<file path="config.mk">
export PLATFORM = sky130hd
export DESIGN_NAME = result_monitor
export DESIGN_NICKNAME = d
export VERILOG_FILES = /design/src/rtl/result_monitor_pkg.sv /design/src/rtl/sample_fifo.sv /design/src/rtl/result_monitor.sv
export SDC_FILE = /design/constraint.sdc
export NUM_CORES = 1
export LEC_CHECK = 0
export ABC_AREA = 1
export CORE_MARGIN = 10
export CORE_UTILIZATION = 35
export CTS_CLUSTER_DIAMETER = 100
export DETAILED_ROUTE_END_ITERATION = 12
export HOLD_SLACK_MARGIN = 0.08
export PLACE_DENSITY = 0.6
export SETUP_SLACK_MARGIN = 0.2
export SLEW_MARGIN = 20
export SYNTH_ARGS = -nofsm -noshare
export SYNTH_HDL_FRONTEND = slang
export SYNTH_SLANG_ARGS = --single-unit
</file>
<file path="constraint.sdc">
create_clock -name CLOCK_50 -period 11.99 [get_ports CLOCK_50]
set_input_delay 2.9975 -clock CLOCK_50 [delete_from_list [all_inputs] [get_ports CLOCK_50]]
set_output_delay 2.9975 -clock CLOCK_50 [all_outputs]
set_load 0.02 [all_outputs]
</file>
<file path="src/rtl/result_monitor_pkg.sv">
// Shared types and constants for the result monitor: FSM states, mode encodings.
package result_monitor_pkg;

    typedef enum logic {
        SETTLE = 1'b0,
        RUN    = 1'b1
    } state_t;

    localparam logic MODE_PERIODIC = 1'b0;
    localparam logic MODE_EVENT    = 1'b1;

    localparam int unsigned SETTLE_W = 4;

endpackage

</file>
<file path="src/rtl/sample_fifo.sv">
// First-word-fall-through sample FIFO; when empty, the read port holds the last popped entry.
module sample_fifo #(
    parameter int unsigned WIDTH = 36,
    parameter int unsigned DEPTH = 8
) (
    input  logic                   CLOCK_50,
    input  logic                   RESET,
    input  logic                   push,
    input  logic                   pop,
    input  logic [WIDTH-1:0]       wdata,
    output logic [WIDTH-1:0]       rdata,
    output logic                   full,
    output logic                   empty,
    output logic [$clog2(DEPTH):0] count
);

    localparam int unsigned PTR_W = $clog2(DEPTH);
    localparam int unsigned CNT_W = PTR_W + 1;

    logic [WIDTH-1:0] mem [DEPTH];
    logic [PTR_W-1:0] wr_ptr;
    logic [PTR_W-1:0] rd_ptr;
    logic [WIDTH-1:0] last_q;
    logic             do_push;
    logic             do_pop;

    assign empty   = (count == '0);
    assign full    = (count == CNT_W'(DEPTH));
    assign do_pop  = pop && !empty;
    // A pop in the same cycle frees the slot, so a full FIFO still accepts the push.
    assign do_push = push && (!full || do_pop);
    assign rdata   = empty ? last_q : mem[rd_ptr];

    // Pointers, occupancy and last-popped register.
    always_ff @(posedge CLOCK_50) begin
        if (RESET) begin
            wr_ptr <= '0;
            rd_ptr <= '0;
            count  <= '0;
            last_q <= '0;
        end else begin
            if (do_push) begin
                wr_ptr <= wr_ptr + PTR_W'(1);
            end
            if (do_pop) begin
                rd_ptr <= rd_ptr + PTR_W'(1);
                last_q <= mem[rd_ptr];
            end
            case ({do_push, do_pop})
                2'b10:   count <= count + CNT_W'(1);
                2'b01:   count <= count - CNT_W'(1);
                default: count <= count;
            endcase
        end
    end

    // Storage array; contents are don't-care until written.
    always_ff @(posedge CLOCK_50) begin
        if (do_push) begin
            mem[wr_ptr] <= wdata;
        end
    end

endmodule

</file>
<file path="src/rtl/result_monitor.sv">
// Result monitor: captures {data, flags} periodically or on events into a FWFT FIFO.
module result_monitor
    import result_monitor_pkg::*;
#(
    parameter int unsigned DATA_W  = 32,
    parameter int unsigned FLAG_W  = 4,
    parameter int unsigned PERIOD  = 6,
    parameter int unsigned STARTUP = 1,
    parameter int unsigned DEPTH   = 8
) (
    input  logic                   CLOCK_50,
    input  logic                   RESET,
    input  logic                   enable,
    input  logic                   mode,
    input  logic [DATA_W-1:0]      data_in,
    input  logic [FLAG_W-1:0]      flags_in,
    input  logic                   event_in,
    input  logic                   out_ready,
    input  logic                   clear_ovf,
    output logic [DATA_W-1:0]      result_out,
    output logic [FLAG_W-1:0]      flags_out,
    output logic                   out_valid,
    output logic [$clog2(DEPTH):0] count_out,
    output logic                   overflow
);

    localparam int unsigned ENTRY_W = DATA_W + FLAG_W;
    localparam int unsigned PCNT_W  = $clog2(PERIOD);

    state_t              state_q;
    state_t              state_d;
    logic [SETTLE_W-1:0] scnt_q;
    logic [SETTLE_W-1:0] scnt_d;
    logic [PCNT_W-1:0]   pcnt_q;
    logic [PCNT_W-1:0]   pcnt_d;
    logic                mode_q;
    logic                mode_chg;
    logic                settle_done;
    logic                capture;
    logic                pop;
    logic                drop;
    logic                fifo_full;
    logic                fifo_empty;
    logic [ENTRY_W-1:0]  fifo_rdata;

    assign mode_chg    = (mode != mode_q);
    assign settle_done = (STARTUP == 0) || (enable && (scnt_q == SETTLE_W'(STARTUP - 1)));

    // State register.
    always_ff @(posedge CLOCK_50) begin
        if (RESET) begin
            state_q <= SETTLE;
        end else begin
            state_q <= state_d;
        end
    end

    // Next-state logic.
    always_comb begin
        state_d = state_q;
        case (state_q)
            SETTLE:  if (settle_done) state_d = RUN;
            RUN:     state_d = RUN;
            default: state_d = SETTLE;
        endcase
    end

    // Counter updates and capture decision.
    always_comb begin
        capture = 1'b0;
        scnt_d  = scnt_q;
        pcnt_d  = pcnt_q;
        case (state_q)
            SETTLE: begin
                pcnt_d = '0;
                if (enable) scnt_d = scnt_q + SETTLE_W'(1);
            end
            RUN: begin
                if (mode == MODE_EVENT) begin
                    pcnt_d  = '0;
                    capture = enable && event_in;
                end else if (mode_chg) begin
                    pcnt_d = '0;
                end else if (enable) begin
                    if (pcnt_q == PCNT_W'(PERIOD - 1)) begin
                        capture = 1'b1;
                        pcnt_d  = '0;
                    end else begin
                        pcnt_d = pcnt_q + PCNT_W'(1);
                    end
                end
            end
            default: begin
                scnt_d = '0;
                pcnt_d = '0;
            end
        endcase
    end

    always_ff @(posedge CLOCK_50) begin
        if (RESET) begin
            scnt_q <= '0;
            pcnt_q <= '0;
            mode_q <= MODE_PERIODIC;
        end else begin
            scnt_q <= scnt_d;
            pcnt_q <= pcnt_d;
            mode_q <= mode;
        end
    end

    assign pop  = !fifo_empty && out_ready;
    assign drop = capture && fifo_full && !pop;

    // Sticky overflow; a drop outranks a simultaneous clear.
    always_ff @(posedge CLOCK_50) begin
        if (RESET) begin
            overflow <= 1'b0;
        end else if (drop) begin
            overflow <= 1'b1;
        end else if (clear_ovf) begin
            overflow <= 1'b0;
        end
    end

    sample_fifo #(
        .WIDTH (ENTRY_W),
        .DEPTH (DEPTH)
    ) u_fifo (
        .CLOCK_50 (CLOCK_50),
        .RESET    (RESET),
        .push     (capture),
        .pop      (pop),
        .wdata    ({data_in, flags_in}),
        .rdata    (fifo_rdata),
        .full     (fifo_full),
        .empty    (fifo_empty),
        .count    (count_out)
    );

    assign result_out = fifo_rdata[ENTRY_W-1 -: DATA_W];
    assign flags_out  = fifo_rdata[FLAG_W-1:0];
    assign out_valid  = !fifo_empty;

endmodule

</file>
==> flow_metrics.tcl, run 1 <==
set metrics [dict create \
    status "completed" \
    htreeDepth 2 \
    power.leakage_nw 5.40 \
    grt_max_degree 96 \
    cts.sinks 347 \
    setup_viol_count_final 0 \
    gp_congestion 0.748 \
    io_buffers 84 \
    std_cell_rows 73 \
    required_ns 8.99 \
    nets 1280 \
    rsz0062_at_grt "false" \
    worstPathCellList "inv_4, buf_4, o21ai_0, o211ai_1, nand2_1, o21ai_1, clkdlybuf4s50_1" \
    avgSynthCellArea_um2 12.0 \
    detailed_place_hpwl_mm 17.0 \
    cts_tree "built" \
    syn_to_final_growth_pct 17.3 \
    final_cell_mix "edfxtp_1, nor2_1, o21ai_0" \
    power_density_nw_per_um2 225 \
    grt_first_pass_wirelength_mm 48.6 \
    drive_gt1_share_pct 9.62 \
    placed_cells 1716 \
    postCtsSetupBuffers 0 \
    via_count 8753 \
    drtPass1Iterations 5 \
    hold_class "reg -> reg" \
    critical_path_buf_inv_count 3 \
    numCtsBuffers 37 \
    path_class "reg -> out" \
    clk_latency_ns 0.52 \
    dieArea_um2 48200 \
    cp_data_arrival_time_ns 3.71 \
    critical_path.endpoint_type "output pin" \
    fp.coreArea_um2 39500 \
    crit_path_start_kind "register" \
    max_stage_delay_ns 0.82 \
    grt_pass1_vias 8477 \
    netlist_instances 1166 \
    start_util_pct 35.2 \
    synth_area_leaders "edfxtp_1, dfxtp_1, nor2_1, o21ai_0, o21ai_1" \
    insertedDiodeCount 0 \
    yosys.area.top_type "edfxtp_1" \
    vdd_drop_max_uv 146 \
    synth_top_area_share_pct 62.0 \
    path_clk_slew_ns 0.06 \
    relSlewSlack_pct 33.2 \
    die_x_um 220 \
    timing.setup.tns_ns 0 \
    grt_antenna_before_repair 3 \
    synth_warnings 0 \
    crit_family "buffers and inverters" \
    synth_fp_nets 1216 \
    ctsResizeCount 0 \
    post-route-period-util_pct 56.0 \
    ant_nets 0 \
    final_hold_viol_count 0 \
    drc_errors 0 \
    io_pins 85 \
    skew_ns 0.0283 \
    drt-initial-drc-count 722 \
    drv_cap 0 \
    crit_fanout 92 \
    ys_ff_latch 347 \
    hold_buffers 0 \
    ys_types 36 \
    cts-root-buf "clkbuf_16" \
    wl_mm 31.4 \
    track_usage_pct 12.7 \
    crit_path_top_delay_cell "buf_4" \
    instances_no_fill 1783 \
    synth_area_um2 13900 \
    max_freq_mhz 149 \
    vias_per_cell 4.91 \
    grt_overflow 0 \
    die_y_um 220 \
    cts_buffer_depth 3 \
    slew_viol_final 0 \
    wl_per_cell_um 17.6 \
    final_common_cell "edfxtp_1" \
    layout_min_cycle_time_ns 6.71 \
    worst_slew_pin_slew_ns 1.00 \
    synth_seq_area_share_pct 70.5 \
]
[metrics by stage]
step | instance area (µm²) | hold WS [ns] | utilization, % | total power [mW] | worst slack, ns
finish | 16400 | 0.462 | 41.4 | 3.68 | 5.28
global route | 16400 | 0.488 | 41.4 | 3.90 | 5.01
CTS | 16400 | 0.463 | 41.4 | 3.73 | 5.21
detailed placement | 15200 | 0.454 | 38.5 | 2.65 | 5.74
global placement | 15200 | 0.442 | 38.5 | 2.64 | 5.76
floorplan | 13900 | 0.433 | - | 2.23 | 5.43
[cells by family after synthesis]
| group | after synthesis | synth area share (%) |
|---|---|---|
| xor gates and xnor gates | 3 | 0.189 |
| DFF | 347 | 70.5 |
| and+or+nand+nor | 360 | 10.2 |
| AOI/OAI and AO/OA | 350 | 14.9 |
| buffers and inverters | 99 | 3.55 |
| adders and majority gates | 7 | 0.628 |
[worst register-to-register path, cell delays in order (launching register included)]
cell,delay (ns)
dfxtp_4,0.52
inv_4,0.52
buf_4,0.83
o21ai_0,0.28
o211ai_1,0.12
nand2_1,0.14
a21oi_1,0.14
[per-layer routing]
metal / routed length (µm) / vias to the layer above / track usage, %
met4: 539 / 6 / 3.42
met2: 14500 / 183 / 20.2
met1: 14500 / 4201 / 17.2
li1: - / 4313 / -
met5: 41 / - / 0
met3: 1740 / 50 / 2.84
[path summary, 6_finish.rpt]
path / startpoint / endpoint / slack, ns / cells past startpoint
setup reg to reg: register / u_fifo.last_q[2]$_SDFFE_PP0P_ / 9.36 / 6
hold / removal: u_fifo.rd_ptr[2]$_SDFFE_PP0P_ / register / 0.46 / 2
setup / recovery: register / result_out[30] / 5.28 / 7
hold reg to reg: u_fifo.rd_ptr[2]$_SDFFE_PP0P_ / register / 0.46 / 2
[Yosys cell counts (all sizes together)]
cell      n
nand3b    2
xor2      2
a31oi     1
o211ai   72
a211oi    1
clkbuf   43
nor4      1
inv      25
nand3     8
nor3      7
o21ai   224
edfxtp  288
a21oi    52
buf      31
xnor2     1
nand4     3
ha        7
nand2   100
or2       2
dfxtp    59
nor2    237
[report_power, final]
group | internal (mW) | switching [mW]
registers | 1.37 | 0.0747
logic | 0.436 | 0.728
clock network | 0.625 | 0.451
total | 2.43 | 1.25
[final cells by class]
type	instances	area (µm²)
clock buffer	53	1040
clock inverter	14	106
timing repair buffer	99	953
sequential	347	9840
inverter	25	96.3
multi-input combinational	720	3670
fill	3682	23200
tap	525	657
[registers in the layout (all words and copies together), names as in the netlist, named ones only]
signal	cells
overflow	1
u_fifo.mem	288
u_fifo.count	4
state_q	1
scnt_q	4
mode_q	1
pcnt_q	3
u_fifo.wr_ptr	3
u_fifo.rd_ptr	3
u_fifo.last_q	36
Power figures use the tool's default switching activity.
==> inputs of run 2 (changes only) <==
--- a/config.mk
+++ b/config.mk
@@ -11,7 +11,7 @@
 export CTS_CLUSTER_DIAMETER = 100
 export DETAILED_ROUTE_END_ITERATION = 12
 export HOLD_SLACK_MARGIN = 0.08
-export PLACE_DENSITY = 0.6
+export PLACE_DENSITY = 0.62
 export SETUP_SLACK_MARGIN = 0.2
 export SLEW_MARGIN = 20
 export SYNTH_ARGS = -nofsm -noshare
==> constraint.sdc (replaced) <==
create_clock -name CLOCK_50 -period 5.89 [get_ports CLOCK_50]
set_input_delay 1.4725 -clock CLOCK_50 [delete_from_list [all_inputs] [get_ports CLOCK_50]]
set_output_delay 1.4725 -clock CLOCK_50 [all_outputs]
set_load 0.02 [all_outputs]
==> flow_metrics.tcl, run 2 (same netlist as run 1, synthesis figures left out) <==
set metrics [dict create \
    status "completed" \
    crit_path_start_kind "register" \
    crit_fanout 101 \
    timing.setup.tns_ns 0 \
    io_buffers 84 \
    crit_path_top_delay_cell "buf_4" \
    hold_buffers 0 \
    path_clk_slew_ns 0.06 \
    power.leakage_nw 5.52 \
    wl_per_cell_um 18.2 \
    start_util_pct 35.2 \
    cts.sinks 347 \
    required_ns 4.42 \
    grt_first_pass_wirelength_mm 50.2 \
    final_cell_mix "edfxtp_1, nor2_1, o21ai_0" \
    cts-root-buf "clkbuf_16" \
    dieArea_um2 48200 \
    grt_max_degree 102 \
    skew_ns 0.0285 \
    grt_overflow 0 \
    via_count 8953 \
    cts_buffer_depth 3 \
    largest_register_ffs 288 \
    hold_class "reg -> reg" \
    critical_path.endpoint_type "output pin" \
    path_class "reg -> out" \
    detailed_place_hpwl_mm 18.0 \
    grt_pass1_vias 8518 \
    max_stage_delay_ns 0.87 \
    final_hold_viol_count 0 \
    grt_antenna_before_repair 3 \
    drtPass1Iterations 5 \
    final_common_cell "edfxtp_1" \
    syn_to_final_growth_pct 19.0 \
    drive_gt1_share_pct 10.5 \
    rsz0062_at_grt "false" \
    drc_errors 0 \
    post-route-period-util_pct 85.9 \
    setup_viol_count_final 0 \
    fp.coreArea_um2 39500 \
    track_usage_pct 13.3 \
    slew_viol_final 0 \
    die_x_um 220 \
    ctsResizeCount 0 \
    clk_latency_ns 0.54 \
    cp_data_arrival_time_ns 3.59 \
    vdd_drop_max_uv 265 \
    drv_cap 0 \
    gp_congestion 0.730 \
    layout_min_cycle_time_ns 5.06 \
    power_density_nw_per_um2 470 \
    worstPathCellList "buf_4, o21ai_0, o211ai_1, nand2_1, o21ai_1, clkdlybuf4s50_1" \
    top_regs "u_fifo.mem x288, u_fifo.last_q x36" \
    max_freq_mhz 198 \
    postCtsSetupBuffers 0 \
    io_pins 85 \
    worst_slew_pin_slew_ns 1.08 \
    ant_nets 0 \
    htreeDepth 2 \
    std_cell_rows 73 \
    largest-register "u_fifo.mem" \
    utilization_pct 42.0 \
    die_y_um 220 \
    nets 1286 \
    cts_tree "built" \
    drt-initial-drc-count 713 \
    relSlewSlack_pct 27.9 \
    numCtsBuffers 38 \
    vias_per_cell 5.00 \
    wl_mm 32.6 \
]
==> run 2: changes by cell type in the layout (fill, tap and decap cells not counted) <==
cell and change:
buf_12 +2, bufinv_16 +3, diode_2 +1, clkbuf_1 -5
clkinv_1 +1, clkbuf_8 -1, clkinv_2 -1, buf_4 +3
clkbuf_16 +4, inv_6 +2
==> run 2: area by class of cell <==
class	instances	area, µm²
fill	3597	23000
sequential	347	9840
multi-input combinational	720	3670
clock buffer	51	1100
timing repair buffer	104	1020
tap	525	657
clock inverter	19	213
inverter	25	96.3
antenna	1	2.50
==> run 2: worst paths after layout <==
| check | start | to | slack (ns) | cells after the start |
|---|---|---|---|---|
| max | register | result_out[4] | 0.83 | 6 |
| min | overflow$_SDFFE_PP0P_ | overflow$_SDFFE_PP0P_ | 0.46 | 2 |
| max reg2reg | pcnt_q[0]$_SDFFE_PP0P_ | u_fifo.mem[7][28]$_DFFE_PP_ | 3.21 | 7 |
| min reg2reg | overflow$_SDFFE_PP0P_ | overflow$_SDFFE_PP0P_ | 0.46 | 2 |
==> run 2: per-layer routing <==
metal	vias up	routed length [µm]	track usage [%]
li1	4341	-	-
met1	4337	15100	17.9
met2	226	15000	21.3
met3	45	1940	2.76
met4	4	576	3.49
met5	-	40	0
==> run 2: worst max-delay path: cells and delay by family, from the launching register on <==
kind | cells | cell delay [ns]
AO/OA/AOI/OAI | 3 | 0.68
AND/OR/NAND/NOR | 1 | 0.15
flip-flops | 1 | 0.66
buffers and inverters | 2 | 1.52
==> run 2: report_power, final <==
group | internal [mW] | switching [mW]
clock | 1.50 | 0.943
combinational | 0.902 | 1.53
sequential | 2.78 | 0.141
==> run 2: stage by stage <==
step / hold WS [ns] / instance area (µm²) / worst slack [ns] / power [mW] / cells
3_3_place_gp: 0.441 / 15300 / 1.40 / 5.41 / 1721
6_report: 0.461 / 16600 / 0.832 / 7.80 / 1792
4_1_cts: 0.464 / 16600 / 0.835 / 7.89 / 1791
3_5_place_dp: 0.450 / 15300 / 1.39 / 5.44 / 1721
2_1_floorplan: 0.433 / 13900 / 0.857 / 4.55 / 1166
5_1_grt: 0.489 / 16600 / 0.535 / 8.25 / 1791
